`config.mk`:
```
export PLATFORM = sky130hd
export DESIGN_NAME = tiny_soc_stop_monitor
export DESIGN_NICKNAME = d
export VERILOG_FILES = /design/src/rtl/tiny_soc_stop_monitor.sv
export SDC_FILE = /design/constraint.sdc
export NUM_CORES = 1
export LEC_CHECK = 0
export BUFFER_PORTS_ARGS = -buffer_cell sky130_fd_sc_hd__buf_4
export CAP_MARGIN = 10
export CORE_MARGIN = 3
export CORE_UTILIZATION = 50
export CTS_CLUSTER_DIAMETER = 150
export DETAILED_ROUTE_END_ITERATION = 8
export PLACE_DENSITY_LB_ADDON = 0.05
export SYNTH_ARGS = -nofsm -noshare
export SYNTH_HDL_FRONTEND = slang
export SYNTH_SLANG_ARGS = --single-unit
```
`constraint.sdc`:
```
create_clock -name clk_i -period 6.7 [get_ports clk_i]
set_input_delay 0.67 -clock clk_i [delete_from_list [all_inputs] [get_ports clk_i]]
set_output_delay 0.67 -clock clk_i [all_outputs]
set_load 0.005 [all_outputs]
```
`src/rtl/tiny_soc_stop_monitor.sv`:
```
// tiny_soc_stop_monitor
// Passive observer on the tiny SoC data-memory request bus. It never drives
// or stalls the bus. It watches write transactions in parallel with the data
// SRAM and provides three services:
//   - End-of-test detection: a write to the stop mailbox latches a stop code
//     and freezes the run.
//   - Signature capture: writes to the signature port are queued in a small
//     first-word-fall-through FIFO for the harness to drain.
//   - Cycle accounting: counts cycles while running and flags a timeout.
//
// Ports:
//   clk_i, rst_ni                  clock, asynchronous active-low reset
//   data_mem_req_i/gnt_i/we_i      request handshake and write enable
//   data_mem_addr_i                byte address (bits [2:0] ignored for matching)
//   data_mem_wdata_i, _strb_i      write data and byte strobes
//   sig_ready_i                    consumer accepts the FIFO head word
//   sig_valid_o, sig_data_o        FIFO non-empty flag and head word
//   sig_overflow_o                 sticky: a signature write was dropped
//   stop_o, stop_code_o            sticky stop flag and captured stop code
//   timeout_o                      sticky timeout flag
//   cycle_count_o                  cycles spent in RUN (saturating)
module tiny_soc_stop_monitor #(
    parameter logic [31:0] StopAddr      = 32'h8000_1000,
    parameter logic [31:0] SigAddr       = 32'h8000_1008,
    parameter int unsigned SigFifoDepth  = 8,
    parameter logic [31:0] TimeoutCycles = 32'd1000000
) (
    input  logic        clk_i,
    input  logic        rst_ni,
    input  logic        data_mem_req_i,
    input  logic        data_mem_gnt_i,
    input  logic        data_mem_we_i,
    input  logic [31:0] data_mem_addr_i,
    input  logic [63:0] data_mem_wdata_i,
    input  logic [7:0]  data_mem_strb_i,
    input  logic        sig_ready_i,
    output logic        sig_valid_o,
    output logic [63:0] sig_data_o,
    output logic        sig_overflow_o,
    output logic        stop_o,
    output logic [31:0] stop_code_o,
    output logic        timeout_o,
    output logic [31:0] cycle_count_o
);

    localparam int unsigned PtrW = $clog2(SigFifoDepth);
    localparam logic [PtrW-1:0] PtrOne   = {{(PtrW-1){1'b0}}, 1'b1};
    localparam logic [PtrW:0]   CntOne   = {{PtrW{1'b0}}, 1'b1};
    localparam logic [PtrW:0]   CntFull  = (PtrW+1)'(SigFifoDepth);
    localparam logic [31:0]     TmoLast  = TimeoutCycles - 32'd1;

    // RUN is encoded as zero so the reset value lands there.
    typedef enum logic [1:0] {
        ST_RUN       = 2'd0,
        ST_STOPPED   = 2'd1,
        ST_TIMED_OUT = 2'd2
    } state_e;

    state_e         state_q, state_d;
    logic [31:0]    count_q, count_d;
    logic [31:0]    code_q, code_d;
    logic           stop_q, stop_d;
    logic           timeout_q, timeout_d;

    logic [63:0]    mem_q [SigFifoDepth];
    logic [PtrW-1:0] wr_ptr_q, wr_ptr_d;
    logic [PtrW-1:0] rd_ptr_q, rd_ptr_d;
    logic [PtrW:0]  fcnt_q, fcnt_d;
    logic           valid_q, valid_d;
    logic           ovf_q, ovf_d;

    logic           wr_fire_s;
    logic           stop_hit_s;
    logic           sig_hit_s;
    logic           full_s;
    logic           pop_s;
    logic           push_ok_s;
    logic           unused_s;

    // Bus decode: only granted writes count, and only the 8-byte word address matters.
    assign wr_fire_s  = data_mem_req_i & data_mem_gnt_i & data_mem_we_i;
    assign stop_hit_s = wr_fire_s & (data_mem_addr_i[31:3] == StopAddr[31:3])
                        & (data_mem_strb_i[3:0] != 4'b0000);
    assign sig_hit_s  = wr_fire_s & (data_mem_addr_i[31:3] == SigAddr[31:3]);
    assign unused_s   = ^{data_mem_addr_i[2:0], data_mem_strb_i[7:4]};

    // A full FIFO still accepts a push when the head is popped in the same cycle.
    assign full_s    = (fcnt_q == CntFull);
    assign pop_s     = valid_q & sig_ready_i;
    assign push_ok_s = sig_hit_s & (~full_s | pop_s);

    // Run-control FSM: stop has priority over a coinciding timeout.
    always_comb begin
        state_d   = state_q;
        count_d   = count_q;
        code_d    = code_q;
        stop_d    = stop_q;
        timeout_d = timeout_q;
        case (state_q)
            ST_RUN: begin
                if (count_q != 32'hFFFF_FFFF) begin
                    count_d = count_q + 32'd1;
                end else begin
                    count_d = count_q;
                end
                if (stop_hit_s) begin
                    state_d = ST_STOPPED;
                    stop_d  = 1'b1;
                    code_d  = data_mem_wdata_i[31:0];
                end else if (count_q == TmoLast) begin
                    state_d   = ST_TIMED_OUT;
                    timeout_d = 1'b1;
                end else begin
                    state_d = ST_RUN;
                end
            end
            ST_STOPPED:   state_d = ST_STOPPED;
            ST_TIMED_OUT: state_d = ST_TIMED_OUT;
            default: begin
                // Unreachable encoding: park as timed out so the harness sees a failure.
                state_d   = ST_TIMED_OUT;
                timeout_d = 1'b1;
            end
        endcase
    end

    // FIFO bookkeeping: pointers wrap naturally at the power-of-two depth.
    always_comb begin
        wr_ptr_d = wr_ptr_q;
        rd_ptr_d = rd_ptr_q;
        fcnt_d   = fcnt_q;
        ovf_d    = ovf_q | (sig_hit_s & full_s & ~pop_s);
        if (push_ok_s) begin
            wr_ptr_d = wr_ptr_q + PtrOne;
        end else begin
            wr_ptr_d = wr_ptr_q;
        end
        if (pop_s) begin
            rd_ptr_d = rd_ptr_q + PtrOne;
        end else begin
            rd_ptr_d = rd_ptr_q;
        end
        case ({push_ok_s, pop_s})
            2'b10:   fcnt_d = fcnt_q + CntOne;
            2'b01:   fcnt_d = fcnt_q - CntOne;
            default: fcnt_d = fcnt_q;
        endcase
        valid_d = (fcnt_d != {(PtrW+1){1'b0}});
    end

    // State, flags, counter and FIFO control registers.
    always_ff @(posedge clk_i or negedge rst_ni) begin
        if (!rst_ni) begin
            state_q   <= ST_RUN;
            count_q   <= 32'd0;
            code_q    <= 32'd0;
            stop_q    <= 1'b0;
            timeout_q <= 1'b0;
            wr_ptr_q  <= {PtrW{1'b0}};
            rd_ptr_q  <= {PtrW{1'b0}};
            fcnt_q    <= {(PtrW+1){1'b0}};
            valid_q   <= 1'b0;
            ovf_q     <= 1'b0;
        end else begin
            state_q   <= state_d;
            count_q   <= count_d;
            code_q    <= code_d;
            stop_q    <= stop_d;
            timeout_q <= timeout_d;
            wr_ptr_q  <= wr_ptr_d;
            rd_ptr_q  <= rd_ptr_d;
            fcnt_q    <= fcnt_d;
            valid_q   <= valid_d;
            ovf_q     <= ovf_d;
        end
    end

    // FIFO storage; contents are only meaningful under the valid count, so no reset.
    always_ff @(posedge clk_i) begin
        if (push_ok_s) begin
            mem_q[wr_ptr_q] <= data_mem_wdata_i;
        end
    end

    // Head word is forced to zero when empty so every output reads 0 out of reset.
    always_comb begin
        if (valid_q) begin
            sig_data_o = mem_q[rd_ptr_q];
        end else begin
            sig_data_o = 64'd0;
        end
    end

    assign sig_valid_o    = valid_q;
    assign sig_overflow_o = ovf_q;
    assign stop_o         = stop_q;
    assign stop_code_o    = code_q;
    assign timeout_o      = timeout_q;
    assign cycle_count_o  = count_q;

endmodule
```
==> run metrics, run 1 <==
vias per cell=5.62; Max transition margin=0.211; Routed WL=between 40 and 50 mm; later-pin clock latency in the skew report=roughly 600 ps; initial core utilization=0.509; critical path endpoint category=output pin; max-cap violations=0; via count=between 10000 and 15000; reg2reg start=sig_valid_o; Final Max Tran Viols=0; Post-DP Area=25900 µm²; share of the yosys chip area belonging to registers=0.747; Syn. warnings=0; Routed Antenna Nets=0; top_reg_cell synth=edfxtp_1; Post-Layout Inst Area=~28000 µm²; critical path's slowest cell=dfrtp_4; top layer in use=met5; FMAX=roughly 260 MHz; flops & latches, synth=about 600; share of post-route cells with drive strength above 1=0.355; final hold slack=approximately 300 ps; Worst Setup SP=rd_ptr_q[0]; GRT Total Usage=0.199; Diodes inserted=0; Slew @ Worst Pin=between 1000 and 1500 ps; HP Class=in -> reg; CTS clock-pin slew for the worst setup and hold paths=60 ps; commonest cells in the netlist=edfxtp_1, mux4_2, dfrtp_1; Gate Count Post-Synth=roughly 1100; CTS max path bufs=3; drt wl/cell=~24 µm; Fillers=3380; Crit path required time=6030 ps; CTS H-tree lvls=2; pwr/cell area=around 360 nW/µm²; Num CTS Buffers=slightly below 60; Critical Path AT=3190 ps; Hold Path Depth=1; most frequent cell after synthesis=edfxtp_1; Placed Cells=1932; first-pass iteration count of the detailed router=4; Worst R2R Path Depth=6; static leakage power=around 10 nW; outcome=complete, no violations; Final Non-Filler Cells=slightly above 2000; dpl ws=about 2100 ps; Worst path max stage delay=about 710 ps; # clock sinks=just under 600; antenna violations before repair=1; Netlist cell types=between 40 and 50; ys async rst share=0.135; Max FO, Critical Path=between 70 and 80; Synth Cell Area=between 20000 and 25000 µm²; P&R area growth vs syn=18.9%; setup bufs post-CTS=0; Residual DRC=0; Core ar.=approximately 46000 µm²; HPWL after DPL=between 20 and 30 mm; RSZ-0062 raised after global routing=false; IO Pins=roughly 240; met2 WL post-DR=approximately 24 mm; die area=~49000 µm²; post-CTS sizing=0; DRT met1 WL=21.7 mm; syn avg cell area=between 20 and 25 µm²; Total Neg Setup Slack=0 ps; syn nets=1244; Hold-fix buffers, CTS=1; Tmin final=3860 ps; Die Span X=222 µm; DRT iter0 DRCs=731; Worst VDD drop=280 µV; GRT overflow=0; Port Buffers=roughly 230; nets@finish=roughly 1500; final setup fails=0; Rows=about 80; Post-synth EDFFs=512; CTS Root Cell=clkbuf_16; Synth area leaders=edfxtp_1, mux4_2, dfrtp_1; biggest area consumer among synthesized cells=edfxtp_1; HP Start=data_mem_wdata_i[57]; CP cell instances=buf_12 -> mux4_2 -> mux2i_1 -> nor2b_1 -> buf_4; worst clock skew=approximately 12 ps; top cell type's share of synthesized area=0.661; die height=between 200 and 250 µm; first-pass GRT wire length=around 75 mm; vias in the first global route=12271; WL met3=about 2.1 mm; Startpoint Class=register; CTS tree=yes; largest net degree at the start of global routing=around 130; Placer Congestion=0.782; fin worst setup slack=2840 ps; crit path kind=reg -> out; Final Hold Fails=0; period utilization=0.576
## area by class of cell
cell class,count,area (µm²),area share
clock inverter,15,110,0.00398
timing repair buffer,253,1960,0.0710
inverter,8,30.0,0.00109
sequential,592,17400,0.629
multi-input combinational,480,5730,0.207
tap,600,751,0.0272
clock buffer,91,1680,0.0606
## cells by family (layout without fill, tap and decap cells)
group                      Yosys count  count (layout)  synth area share
DFF                                592             592             0.747
and+or+nand+nor                    193             193            0.0485
xor gates and xnor gates            35              35            0.0132
muxes                              229             229             0.172
adders and majority gates            8               8           0.00463
AOI/OAI and AO/OA                   15              15           0.00452
buffers and inverters               54             367           0.00973
## state kept, by name (all words and copies together), names as in the netlist
signal,count
sig_overflow_o,1
sig_valid_o,1
stop_o,1
mem_q,512
state_q,2
timeout_o,1
stop_code_o,32
rd_ptr_q,3
cycle_count_o,32
wr_ptr_q,3
fcnt_q,4
## report_power, final
group          switching [mW]  leakage, nW  internal [mW]  total (mW)
Clock                    1.32        0.875           1.75        3.07
Combinational            1.17         3.35           1.46        2.63
Sequential              0.146         5.69           4.03        4.18
## cells in the final DEF, fill, tap and decap left out, drive strengths merged, types with 14 or more instances in the layout
cell    netlist  routed
mux2i        66      66
xnor2        21      21
clkbuf       22      91
edfxtp      512     512
mux4        128     128
xor2         14      14
buf          24     252
mux2         35      35
nand2        29      29
nor2         28      28
dfrtp        80      80
nor2b        64      64
## per-stage QoR
| stage | util | power (mW) |
|---|---|---|
| 2_1_floorplan | - | 5.84 |
| 3_3_place_gp | 0.566 | 6.95 |
| 3_5_place_dp | 0.566 | 6.96 |
| 4_1_cts | 0.605 | 10.0 |
| 5_1_grt | 0.605 | 10.4 |
| 6_report | 0.605 | 9.88 |
## worst paths after layout
| kind | endpoint | slack, ps |
|---|---|---|
| max | sig_data_o[6] | 2840 |
| min in group asynchronous | stop_code_o[26] | 520 |
| max in group asynchronous | rd_ptr_q[1] | 4990 |
| min | mem_q[0][57] | 290 |
| max reg2reg | mem_q[4][30] | 3530 |
| min reg2reg | timeout_o | 480 |
## critical path: cells and delay by family, from the launching register on
family	cells	cell delay [ps]
buffers and inverters	2	730
DFF	1	710
muxes	2	970
and+or+nand+nor	1	110
## layer usage
metal / global-route usage / vias up
met5: 0 / -
met4: 0.0526 / 2
met3: 0.0328 / 58
met2: 0.325 / 276
met1: 0.284 / 6037
li1: - / 5078
Power figures use the tool's default switching activity.
==> run 2, diff against run 1 <==
--- a/config.mk
+++ b/config.mk
@@ -5,6 +5,7 @@
 export SDC_FILE = /design/constraint.sdc
 export NUM_CORES = 1
 export LEC_CHECK = 0
+export ABC_AREA = 1
 export BUFFER_PORTS_ARGS = -buffer_cell sky130_fd_sc_hd__buf_4
 export CAP_MARGIN = 10
 export CORE_MARGIN = 3
==> constraint.sdc (replaced) <==
create_clock -name clk_i -period 3.2 [get_ports clk_i]
set_input_delay 0.32 -clock clk_i [delete_from_list [all_inputs] [get_ports clk_i]]
set_output_delay 0.32 -clock clk_i [all_outputs]
set_load 0.005 [all_outputs]
==> run metrics, run 2 <==
Rows=79 (+1.3%); CTS Root Cell=clkbuf_16; Num CTS Buffers=59 (unchanged); drt wl/cell=19.7 µm (-17%); pwr/cell area=792 nW/µm² (+120%); worst clock skew=13.6 ps (+1.57 ps); Critical Path AT=2690 ps (-500 ps); Die Span X=224 µm (+1.0%); final hold slack=191 ps (-101 ps); Core ar.=46800 µm² (+2.4%); RSZ-0062 raised after global routing=true; period utilization=0.942; final setup fails=0 (unchanged); biggest area consumer among synthesized cells=edfxtp_1; Synth area leaders=edfxtp_1, dfrtp_1, o21ai_0; Worst R2R Path Depth=14 (+8); HP Start=data_mem_we_i; nets@finish=2362 (+56%); crit path kind=reg -> out; Final Hold Fails=0 (unchanged); most common cell after layout, fill and taps aside=edfxtp_1; Switching Share=0.324 (+0.0569); Worst VDD drop=831 µV (+200%); worst reg2reg setup slack=810 ps (-2720 ps); Final Max Tran Viols=0 (unchanged); top_reg_cell synth=edfxtp_1; Total Power=23.1 mW (+130%); vias in the first global route=15735 (+28%); IO Pins=242 (unchanged); fin util=0.624 (+0.0185); outcome=complete, no violations; HP Class=in -> reg; reg2reg start=sig_valid_o; most frequent cell after synthesis=edfxtp_1; GRT overflow=0 (unchanged); Netlist cell types=36 (-22%); commonest cells after routing, fill and taps aside=edfxtp_1, nor2_1, o21ai_0, buf_4, nand2_1; dpl ws=539 ps (-1610 ps); Gate Count Post-Synth=1950 (+73%); Residual DRC=0 (unchanged); Tmin final=3010 ps; Power Internal=15.6 mW (+120%); Syn. warnings=0 (unchanged); CTS clock-pin slew for the worst setup and hold paths=60 ps (about the same); FF-to-FF End=sig_valid_o; largest net degree at the start of global routing=135 (+3.1%); ys async rst share=0.135 (unchanged); share of post-route cells with drive strength above 1=0.181 (-0.174); P&R area growth vs syn=22.7%; Fillers=3704 (+9.6%); top cell type's share of synthesized area=0.647 (-0.0138); static leakage power=10.7 nW (+7.7%); Routed WL=57.0 mm (+18%); max FFs per register=512 (unchanged); sequential share of power=0.368 (-0.055); syn avg cell area=12.2 µm² (-41%); die area=50200 µm² (+2.1%); Startpoint Class=register; GRT Total Usage=0.228 (+0.0284); Post-Layout Inst Area=29200 µm² (+5.5%); first-pass iteration count of the detailed router=5 (+1); # clock sinks=592 (unchanged); Port Buffers=234 (unchanged); Max transition margin=0.375 (+0.164); Slew @ Worst Pin=937 ps (-243 ps); flops & latches, synth=592 (unchanged); fin worst setup slack=187 ps (-2660 ps); antenna violations before repair=0 (-1); CTS max path bufs=3 (unchanged); Most flops, register=mem_q; FMAX=roughly 330 MHz; hold-critical path endpoint=fcnt_q[2]; HPWL after DPL=31.1 mm (+14%); via count=15894 (+39%); Post-DP Area=26500 µm² (+2.6%); proportion of power drawn by combinational gates=0.327 (+0.061); max-cap violations=0 (unchanged); first-pass GRT wire length=89.4 mm (+19%); later-pin clock latency in the skew report=610 ps (about the same); DRT iter0 DRCs=1117 (+53%); vias per cell=5.48 (-2.4%); Max FO, Critical Path=129 (+63%); share of power burned in the clock network=0.304 (-0.007); Crit path required time=2880 ps (-3150 ps); share of the yosys chip area belonging to registers=0.731 (-0.0156); Routed Antenna Nets=0 (unchanged); syn nets=2068 (+66%); critical path endpoint category=output pin; Hold Path Depth=6 (+5); die height=224 µm (+1.0%); commonest cells in the netlist=edfxtp_1, nor2_1, o21ai_0; Post-synth EDFFs=512 (unchanged); initial core utilization=0.508 (-0.00114); Synth Cell Area=23800 µm² (+2.1%); CTS tree=yes; CTS H-tree lvls=2 (unchanged); Psw=7.48 mW (+180%); Diodes inserted=0 (unchanged); Placer Congestion=0.842 (+7.7%)
run 2: layout make-up:
type / instances / area, µm² / share of cell area
timing repair buffer: 346 / 3000 / 0.103
clock buffer: 74 / 1640 / 0.0561
sequential: 592 / 17400 / 0.596
multi-input combinational: 1169 / 5730 / 0.196
inverter: 76 / 303 / 0.0104
tap: 607 / 759 / 0.0260
clock inverter: 35 / 355 / 0.0122
run 2: repair_timing:
| action | 4_1_cts | 5_1_grt |
|---|---|---|
| endpoints found under the hold margin | 571 | 0 |
| gates resized for setup | 0 | 2 |
| setup endpoints to repair | 0 | 2 |
| hold buffers | 65 | 0 |
| buffers inserted | 0 | 0 |
run 2: critical path, cell delays in order, from the launching register on:
cell,delay [ps]
dfrtp_4,450
buf_16,500
o21ai_0,200
o22ai_1,270
o21ai_0,120
a31oi_1,310
buf_4,170
run 2: logic make-up after synthesis:
| group | after synthesis | synth area share |
|---|---|---|
| and+or+nand+nor | 636 | 0.108 |
| DFF | 592 | 0.731 |
| buffers and inverters | 189 | 0.0326 |
| xor gates and xnor gates | 36 | 0.0133 |
| AOI/OAI and AO/OA | 489 | 0.110 |
| adders and majority gates | 8 | 0.00453 |
run 2: metal layers:
layer,up-vias,track usage,part of all wire
li1,7557,-,-
met1,7837,0.328,0.46
met2,432,0.368,0.47
met3,68,0.0410,0.055
met4,0,0.0497,0.016
met5,-,0,0
run 2: how the worst max path moves through the flow:
stage               slack (ps)  cells past startpoint                 from              to
finish                     190                      6          rd_ptr_q[1]  sig_data_o[20]
global route                -1                      6          rd_ptr_q[0]  sig_data_o[31]
CTS                        140                      6          rd_ptr_q[1]  sig_data_o[31]
detailed placement         540                     19  data_mem_addr_i[29]     sig_valid_o
global placement           620                     20        data_mem_we_i     sig_valid_o
floorplan                  -30                     10        data_mem_we_i     mem_q[4][0]
run 2: power by group through the flow:
stage | clock, mW | sequential [mW] | combinational, mW
CTS | 7.17 | 8.50 | 7.61
floorplan | 0 | 8.63 | 4.15
detailed placement | 0 | 8.66 | 7.51
finish | 7.03 | 8.50 | 7.56
global placement | 0 | 8.66 | 7.43
global route | 7.50 | 8.50 | 8.40
run 2: metrics by stage:
| stage | setup TNS, ps | instances |
|---|---|---|
| after CTS | 0 | 2899 |
| final | 0 | 2899 |
| after detailed placement | 0 | 2725 |
| after global placement | 0 | 2725 |
| after floorplan | -3420 | 1950 |
| after global routing | -2.32 | 2899 |
